--- src/rtl/seg7_pkg.sv ---
// Shared types and constants for the 7-segment display driver.
// Segment vectors are active-low, bit 0 = segment a, bit 6 = segment g.
package seg7_pkg;

  typedef logic [6:0] seg_t;

  localparam seg_t SEG_BLANK = 7'h7F;
  // Only segment g lit.
  localparam seg_t SEG_DASH  = 7'h3F;

  // Indexed by the 4-bit code: 0-9 digits, A dash, B-F blank.
  localparam seg_t SEG_PATTERNS [16] = '{
    7'h40, 7'h79, 7'h24, 7'h30, 7'h19, 7'h12, 7'h02, 7'h78,
    7'h00, 7'h10, SEG_DASH, SEG_BLANK, SEG_BLANK, SEG_BLANK, SEG_BLANK, SEG_BLANK
  };

endpackage

--- src/rtl/seg7_display_driver_bcd_to_seg.sv ---
// Combinational 4-bit code to active-low segment decoder.
// Ports:
//   code_i  4-bit BCD/extended code
//   seg_o   active-low segments a..g (bit 0 = a)
module bcd_to_seg
  import seg7_pkg::*;
(
  input  logic [3:0] code_i,
  output logic [6:0] seg_o
);

  assign seg_o = SEG_PATTERNS[code_i];

endmodule

--- src/rtl/seg7_display_driver.sv ---
// Time-multiplexed common-anode 7-segment display driver.
// Scans N_DIGITS digits, one per slot of SCAN_DIV cycles, with BLANK_CYCLES of
// all-anodes-off at the start of each slot to prevent ghosting. Inputs are
// snapshotted at each slot boundary so mid-slot changes never tear a digit.
// Optional build macro SEG7_LEADING_ZERO_BLANK_EN blanks leading zeros.
// Ports:
//   clk_i          system clock
//   rst_ni         asynchronous active-low reset
//   digits_i       BCD codes, digit k at [4k+3:4k], digit 0 rightmost
//   dp_i           per-digit decimal point request (active-high)
//   blink_mask_i   per-digit blink enable
//   enable_i       display on/off (counters keep running when off)
//   an_o           anode selects, active-low
//   seg_o          segments a..g, active-low
//   dp_n_o         decimal point, active-low
module seg7_display_driver
  import seg7_pkg::*;
#(
  parameter int unsigned CLK_FREQ_HZ  = 100_000_000,
  parameter int unsigned REFRESH_HZ   = 1000,
  parameter int unsigned BLANK_CYCLES = 2,
  parameter int unsigned BLINK_HZ     = 2,
  parameter int unsigned N_DIGITS     = 4
) (
  input  logic                  clk_i,
  input  logic                  rst_ni,
  input  logic [4*N_DIGITS-1:0] digits_i,
  input  logic [N_DIGITS-1:0]   dp_i,
  input  logic [N_DIGITS-1:0]   blink_mask_i,
  input  logic                  enable_i,
  output logic [N_DIGITS-1:0]   an_o,
  output logic [6:0]            seg_o,
  output logic                  dp_n_o
);

  // SCAN_DIV must be >= 4 and BLANK_CYCLES < SCAN_DIV.
  localparam int unsigned SCAN_DIV  = CLK_FREQ_HZ / REFRESH_HZ;
  localparam int unsigned BLINK_DIV = CLK_FREQ_HZ / (2 * BLINK_HZ);
  localparam int unsigned ScanW     = $clog2(SCAN_DIV);
  localparam int unsigned BlinkW    = (BLINK_DIV > 1) ? $clog2(BLINK_DIV) : 1;
  localparam int unsigned IdxW      = (N_DIGITS > 1) ? $clog2(N_DIGITS) : 1;

  logic [ScanW-1:0]      scan_cnt_q, scan_cnt_d;
  logic [IdxW-1:0]       digit_idx_q, digit_idx_d;
  logic [IdxW-1:0]       slot_idx_q, slot_idx_d;
  logic [BlinkW-1:0]     blink_cnt_q, blink_cnt_d;
  logic                  blink_phase_q, blink_phase_d;
  logic [4*N_DIGITS-1:0] digits_snap_q, digits_snap_d;
  logic [N_DIGITS-1:0]   dp_snap_q, dp_snap_d;
  logic [N_DIGITS-1:0]   blink_snap_q, blink_snap_d;
  logic                  snap_valid_q, snap_valid_d;
  logic [N_DIGITS-1:0]   an_q, an_d;
  seg_t                  seg_q, seg_d;
  logic                  dp_n_q, dp_n_d;

  logic                  scan_tc;
  logic                  blink_tc;
  logic [3:0]            cur_code;
  seg_t                  cur_seg;
  logic                  cur_dp;
  logic                  cur_blink;
  logic                  cur_lz;

  // Counter / slot sequencing.
  always_comb begin
    scan_tc       = (scan_cnt_q == ScanW'(SCAN_DIV - 1));
    blink_tc      = (blink_cnt_q == BlinkW'(BLINK_DIV - 1));

    scan_cnt_d    = scan_tc ? '0 : scan_cnt_q + 1'b1;
    digit_idx_d   = digit_idx_q;
    slot_idx_d    = slot_idx_q;
    digits_snap_d = digits_snap_q;
    dp_snap_d     = dp_snap_q;
    blink_snap_d  = blink_snap_q;
    snap_valid_d  = snap_valid_q;

    if (scan_tc) begin
      // The slot that starts now shows the digit digit_idx pointed at; the
      // pointer then moves on for the following slot.
      slot_idx_d    = digit_idx_q;
      digit_idx_d   = (digit_idx_q == IdxW'(N_DIGITS - 1)) ? '0 : digit_idx_q + 1'b1;
      digits_snap_d = digits_i;
      dp_snap_d     = dp_i;
      blink_snap_d  = blink_mask_i;
      snap_valid_d  = 1'b1;
    end

    blink_cnt_d   = blink_tc ? '0 : blink_cnt_q + 1'b1;
    blink_phase_d = blink_tc ? ~blink_phase_q : blink_phase_q;
  end

  assign cur_code  = digits_snap_q[{slot_idx_q, 2'b00} +: 4];
  assign cur_dp    = dp_snap_q[slot_idx_q];
  assign cur_blink = blink_snap_q[slot_idx_q];

  bcd_to_seg u_bcd_to_seg (
    .code_i (cur_code),
    .seg_o  (cur_seg)
  );

`ifdef SEG7_LEADING_ZERO_BLANK_EN
  logic [N_DIGITS-1:0] lz_blank;
  logic                lz_run;

  // lz_run stays set while every digit from the top down to k is a bare zero.
  always_comb begin
    lz_blank = '0;
    lz_run   = 1'b1;
    for (int k = N_DIGITS - 1; k >= 1; k--) begin
      lz_run      = lz_run && (digits_snap_q[4*k +: 4] == 4'h0) && !dp_snap_q[k];
      lz_blank[k] = lz_run;
    end
  end

  assign cur_lz = lz_blank[slot_idx_q];
`else
  assign cur_lz = 1'b0;
`endif

  // Registered outputs, one cycle behind the counter state.
  always_comb begin
    an_d   = '1;
    seg_d  = SEG_BLANK;
    dp_n_d = 1'b1;
    // Nothing is shown until the first snapshot exists.
    if (snap_valid_q && (scan_cnt_q >= ScanW'(BLANK_CYCLES))) begin
      if (enable_i) begin
        an_d[slot_idx_q] = 1'b0;
      end
      if (!(cur_blink && !blink_phase_q) && !cur_lz) begin
        seg_d  = cur_seg;
        dp_n_d = ~cur_dp;
      end
    end
  end

  always_ff @(posedge clk_i or negedge rst_ni) begin
    if (!rst_ni) begin
      scan_cnt_q    <= '0;
      digit_idx_q   <= '0;
      slot_idx_q    <= '0;
      blink_cnt_q   <= '0;
      blink_phase_q <= 1'b1;
      digits_snap_q <= '0;
      dp_snap_q     <= '0;
      blink_snap_q  <= '0;
      snap_valid_q  <= 1'b0;
      an_q          <= '1;
      seg_q         <= SEG_BLANK;
      dp_n_q        <= 1'b1;
    end else begin
      scan_cnt_q    <= scan_cnt_d;
      digit_idx_q   <= digit_idx_d;
      slot_idx_q    <= slot_idx_d;
      blink_cnt_q   <= blink_cnt_d;
      blink_phase_q <= blink_phase_d;
      digits_snap_q <= digits_snap_d;
      dp_snap_q     <= dp_snap_d;
      blink_snap_q  <= blink_snap_d;
      snap_valid_q  <= snap_valid_d;
      an_q          <= an_d;
      seg_q         <= seg_d;
      dp_n_q        <= dp_n_d;
    end
  end

  assign an_o   = an_q;
  assign seg_o  = seg_q;
  assign dp_n_o = dp_n_q;

endmodule
--- config.mk ---
export PLATFORM = sky130hd
export DESIGN_NAME = seg7_display_driver
export DESIGN_NICKNAME = d
export VERILOG_FILES = /design/src/rtl/seg7_pkg.sv /design/src/rtl/seg7_display_driver_bcd_to_seg.sv /design/src/rtl/seg7_display_driver.sv
export SDC_FILE = /design/constraint.sdc
export NUM_CORES = 1
export LEC_CHECK = 0
export CORE_MARGIN = 2
export CORE_UTILIZATION = 40
export CTS_CLUSTER_SIZE = 40
export DETAILED_ROUTE_END_ITERATION = 16
export GPL_ROUTABILITY_DRIVEN = 0
export HOLD_SLACK_MARGIN = 0.05
export PLACE_DENSITY_LB_ADDON = 0.25
export SLEW_MARGIN = 20
export SYNTH_ARGS = -nofsm -noshare
export SYNTH_HDL_FRONTEND = slang
export SYNTH_HIERARCHICAL = 1
export SYNTH_SLANG_ARGS = --single-unit
--- constraint.sdc ---
create_clock -name clk_i -period 2.4 [get_ports clk_i]
set_input_delay 0.48 -clock clk_i [delete_from_list [all_inputs] [get_ports clk_i]]
set_output_delay 0.48 -clock clk_i [all_outputs]
set_load 0.01 [all_outputs]
# After elaboration in Yosys (flattened, before gate mapping)

Memory sizes are Yosys's and may differ from the RTL's.
Cells that the tools add are included.
W data, S select, Z words.

Add/subtract/negate cells: 3
Magnitude comparators: 4
Eq/ne operators: 3
Shift operators: 1
Multiplexer cells: 17
Bitwise gates (word level): 4
Reductions and logical operators: 4

Operator list:

| cell                    | count |
|---|---|
| $mux W7                 | 4 |
| $add A25 B1 Y25 const B | 1 |
| $eq A25 B25 Y1 const B  | 1 |
| $mux W25                | 1 |
| $add A17 B1 Y17 const B | 1 |
| $eq A17 B17 Y1 const B  | 1 |
| $ge A17 B2 Y1 const B   | 1 |
| $mux W17                | 1 |
| $shiftx A16 B5 Y4       | 1 |
| $mux W4                 | 2 |
| $ge A5 B5 Y1 const B    | 1 |
| $mux W1                 | 5 |
| $not A4 Y5              | 1 |
| $bmux W1 S2             | 2 |
| $not A4 Y4              | 1 |
| $logic_and A1 B1 Y1     | 3 |
| $lt A2 B3 Y1 const B    | 1 |
| $add A2 B1 Y2 const B   | 1 |
| $demux W1 S2            | 1 |
| $eq A2 B2 Y1 const B    | 1 |
| $ge A2 B1 Y1 const B    | 1 |
| $mux W2                 | 1 |
| $not A1 Y1              | 2 |
| $logic_not A1 Y1        | 1 |

Bits in registers: 84
Bits in read-only memories: 112
Bits of input ports: 27
Output and inout bits: 12
Word-level logic and storage cells: 49
Memories: 1

Memory list:

| name             | depth | width | read ports | clocked after memory_dff | wr ports | RTL line                             | RTL |
|---|---|---|---|---|---|---|---|
| (name not given) | 16    | 7     | 1          | 0                        | 0        | seg7_display_driver_bcd_to_seg.sv:12 | `assign seg_o = SEG_PATTERNS[code_i];` |

# Longest topological paths before layout

Depth after elaboration: 7
Depth in mapped cells: 8
Depth with buffers taken out: 7

# By module

Netlist, hierarchy kept.

Modules (own cells, without submodules):

| module              | instances | cells each | area an instance (um^2) | sequential area each (um^2) |
|---|---|---|---|---|
| seg7_display_driver | 1         | 356        | 3743.6                  | 2118.3 |
| bcd_to_seg          | 1         | 33         | 224.0                   | 0.0 |

# Least setup slack after synthesis

OpenSTA, ideal clock, no wires.

Kind: register to register
Start: register slot_idx_q[0]
End: register seg_q[3], in the netlist seg_o[3]
Setup time: 0.102 ns
Arrival: 2.114 ns
Required time: 2.298 ns
Path slack: 0.183 ns
Stages on the path, launching flop included: 8
Buffers on the path: 1
Period minus slack after synthesis: 2.217 ns
Path through: dfrtp_1 buf_1 mux4_2 ha_1 or2_1 a21oi_2 a31oi_1 nand2b_1

Cells in the longest elaborated chain, start to end: 7
Elaborated cells between the ends (all ways): 10
Those cells by class: 1 x shift; 6 x mux; 1 x bitwise; 1 x reduce/logical; 1 x memory

RTL lines:

| what                                       | RTL line                             | RTL |
|---|---|---|
| start, declared                            | seg7_display_driver.sv:45            | `logic [IdxW-1:0] slot_idx_q, slot_idx_d;` |
| start signal, assigned                     | seg7_display_driver.sv:154           | `slot_idx_q <= slot_idx_d;` |
| $shiftx A16 B5 Y4                          | seg7_display_driver.sv:92            | `assign cur_code = digits_snap_q[{slot_idx_q, 2'b00} +: 4];` |
| net cur_code[0]                            | seg7_display_driver.sv:58            | `logic [3:0] cur_code;` |
| $not A4 Y5 (not written as such)           | seg7_display_driver_bcd_to_seg.sv:12 |  |
| $mem_v2 Z16 W7                             | -                                    |  |
| $mux W7 (not written as such) (2 in a row) | seg7_display_driver_bcd_to_seg.sv:12 |  |
| net cur_seg[3]                             | seg7_display_driver.sv:59            | `seg_t cur_seg;` |
| $mux W7                                    | seg7_display_driver.sv:130           | `if (!(cur_blink && !blink_phase_q) && !cur_lz) begin` |
| $mux W7                                    | seg7_display_driver.sv:126           | `if (snap_valid_q && (scan_cnt_q >= ScanW'(BLANK_CYCLES))) begin` |
| net seg_d[3]                               | seg7_display_driver.sv:53            | `seg_t seg_q, seg_d;` |
| end signal, assigned                       | seg7_display_driver.sv:162           | `seg_q <= seg_d;` |
| end, declared                              | seg7_display_driver.sv:53            |  |

The timed path passes the listed nets, and every way through them passes these cells. The select of a mux whose other input is x is not followed.
A chain may end at the register's enable or synchronous reset.

# Worst setup path after layout

Same ends and word-level chain as after synthesis.

==> results.json <==
{
  "clock_sinks": 84,
  "switching_share_pct": 21.94,
  "required_ns": 2.66,
  "outcome": "finished, final reports clean",
  "pwr-share-comb_pct": 2.9,
  "vias_per_cell": 4.958,
  "tightest_slew_ns": 0.6332,
  "track_usage_pct": 15.00,
  "synth_cells": 389,
  "fin_util_pct": 48.85,
  "synth_edf_count": 0,
  "cts-buffers-inserted": 9,
  "synth.largest_area_cell": "dfrtp_1",
  "crit_path_max_incr_delay_ns": 0.64,
  "rows": 36,
  "ys_types": 49,
  "syn_avg_cell_area_um2": 10.20,
  "internal-power_mw": 1.969,
  "ys.warnings.count": 6,
  "cp_max_fo": 10,
  "synth_area_mm2": 0.003968,
  "timing.final.crit_period_ns": 2.130,
  "fp.dieW_um": 103.6,
  "die_h_um": 103.6,
  "drive_above_1_share_pct": 11.90,
  "min_path_type": "in2async",
  "p_switching_mw": 0.5537,
  "maxCapViolations": 0,
  "rsz0062_at_grt": "no",
  "end_kind": "flop",
  "cp_data_arrival_time_ns": 2.39,
  "clock.fmax_mhz": 469.4,
  "die_area_mm2": 0.01073,
  "finalSetupViolations": 0,
  "pwr-share-clk_pct": 41.0,
  "fin_skew_ns": 0.02121,
  "worst_path_max_delay_cell": "dfrtp_1",
  "nets": 468,
  "antenna_found_initial": 0,
  "synth_top_area_share_pct": 44.78,
  "num_antenna_cells": 0,
  "reg2reg_depth": 6,
  "layout_commonest_cell": "nand2_1",
  "seq_area_frac_synth_pct": 53.39,
  "ios": 39,
  "routed_wl_um": 7535,
  "ys_ff_latch": 84,
  "async_flop_share_pct": 100.0,
  "final_cell_mix": "nand2_1 (97), dfrtp_1 (71), clkdlybuf4s50_1 (37)",
  "clockBufferDepth": 2,
  "insertion_delay_ns": 0.36,
  "vias": 2826,
  "first_iter_violations": 138,
  "hold_buffers": 0,
  "core-area_mm2": 0.009684,
  "drt_pass1_iterations": 4,
  "period_share_pct": 88.76,
  "r2r_slack_ns": 0.27,
  "clkTransAtPathRegs_ns": 0.10,
  "ant_nets": 0,
  "wl_per_cell_um": 13.22,
  "peakVddDrop_uv": 341.4,
  "tritoncts": "yes",
  "cts_setup_buffers": 0,
  "slew_viol_final": 0,
  "place_inst": 554,
  "p_leak_nw": 2.048,
  "grt-ovfl-total": 0,
  "start_util_pct": 40.97,
  "grt_pass1_wl_um": 13230,
  "port_buffers": 38,
  "max_slew_margin_pct": 57.40,
  "crit_type": "reg2reg",
  "cp-start-kind": "flop",
  "dp_hpwl_um": 5251,
  "detail_route.drc_violations": 0,
  "critical_path.cell_chain": "mux4_2 -> ha_1 -> or2_1 -> a21oi_2 -> a31oi_1 -> nand2b_1",
  "hold_viol": 0,
  "grt_max_degree": 50,
  "fin_tns_setup_ns": 0,
  "power.density_mw_per_mm2": 533.3,
  "pwr-share-seq_pct": 56.1,
  "h-tree-depth": 3,
  "synthFlopType": "dfrtp_1",
  "yosys-top-cells-area": "dfrtp_1 (45%), nand2_1 (9.2%), dfstp_2 (8.6%), xnor2_1 (4.4%), ha_1 (2.8%)",
  "final_cells": 570,
  "syn_to_final_growth_pct": 19.24,
  "root_buffer": "clkbuf_8",
  "post_cts_resized": 0,
  "syn-num-nets": 425,
  "grt_pass1_vias": 2734
}
## kinds of logic after synthesis
family | Yosys count | synth area share [%]
flip-flops | 84 | 53.39
XOR/XNOR | 31 | 6.843
adder cells (fa/ha/maj) | 9 | 2.838
AO/OA/AOI/OAI | 26 | 4.068
multiplexers | 8 | 3.595
buffers and inverters | 21 | 2.491
AND/OR/NAND/NOR | 210 | 26.77
## layout make-up
type | instances | area, um^2
fillers | 919 | 4954
flip-flops and latches | 84 | 2118
multi-input cells | 284 | 1755
repair buffers | 46 | 462.9
well taps | 133 | 166.4
clock buffers | 11 | 141.4
clock inverters | 5 | 60.06
inverters | 7 | 26.28
## cells in the mapped netlist, types with 6 or more instances
cell      count
nand2_1      97
dfrtp_1      71
nor2_1       29
xnor2_1      20
nand4_1      14
dfstp_2      13
nand3_1      12
nand2b_1     11
xor2_1       11
ha_1          9
clkbuf_1      7
inv_1         7
nor4_1        7
a21oi_1       6
and4_1        6
## flip-flops by register name, summed over array words and instances, names as in the netlist, 2 cells and up
name / flops
blink_snap_q: 4
seg_o: 7
blink_cnt_q: 25
digits_snap_q: 16
an_o: 4
scan_cnt_q: 17
dp_snap_q: 4
digit_idx_q: 2
slot_idx_q: 2
## final timing paths
kind                                        startpoint                          end
setup / recovery             slot_idx_q[0]$_DFFE_PN0N_           seg_o[3]$_DFF_PN1_
hold / removal                                  rst_ni     blink_cnt_q[7]$_DFF_PN0_
setup reg to reg             slot_idx_q[0]$_DFFE_PN0N_           seg_o[3]$_DFF_PN1_
hold reg to reg            blink_snap_q[2]$_DFFE_PN0N_  blink_snap_q[2]$_DFFE_PN0N_
max in group asynchronous                       rst_ni             dp_n_o$_DFF_PN1_
min in group clk_i         blink_snap_q[2]$_DFFE_PN0N_  blink_snap_q[2]$_DFFE_PN0N_
## metal layers
metal / global-route usage [%] / part of all wire (%) / vias to the layer above
met5: 0 / 0 / -
met4: 4.537 / 1.0 / 0
met3: 3.713 / 3.2 / 9
met2: 22.47 / 45 / 29
met1: 21.64 / 50 / 1372
li1: - / - / 1416
## critical path, delay by kind of cell (launching register included)
| family | cells | cell delay [ns] |
|---|---|---|
| AND/OR/NAND/NOR | 2 | 0.38 |
| flip-flops | 1 | 0.64 |
| multiplexers | 1 | 0.62 |
| AO/OA/AOI/OAI | 2 | 0.20 |
| adder cells (fa/ha/maj) | 1 | 0.21 |
## power groups by stage
stage / sequential [mW] / combinational [mW] / clock (mW)
5_1_grt: 1.42 / 0.0818 / 1.13
3_5_place_dp: 1.44 / 0.0760 / 0
3_3_place_gp: 1.44 / 0.0753 / 0
2_1_floorplan: 1.44 / 0.000444 / 0
4_1_cts: 1.42 / 0.0764 / 1.06
6_report: 1.42 / 0.0728 / 1.04
## through the flow
stage / total power, mW / worst slack, ns / cell area [um^2] / hold WS [ns]
2_1_floorplan: 1.443 / 0.1834 / 3968 / 0.1844
3_3_place_gp: 1.518 / 0.2905 / 4524 / 0.4474
3_5_place_dp: 1.518 / 0.2310 / 4524 / 0.4559
4_1_cts: 2.553 / 0.2045 / 4726 / 0.09590
5_1_grt: 2.624 / 0.1260 / 4731 / 0.1027
6_report: 2.523 / 0.2697 / 4731 / 0.07733
Note: power is estimated with default switching activity, not from simulation.
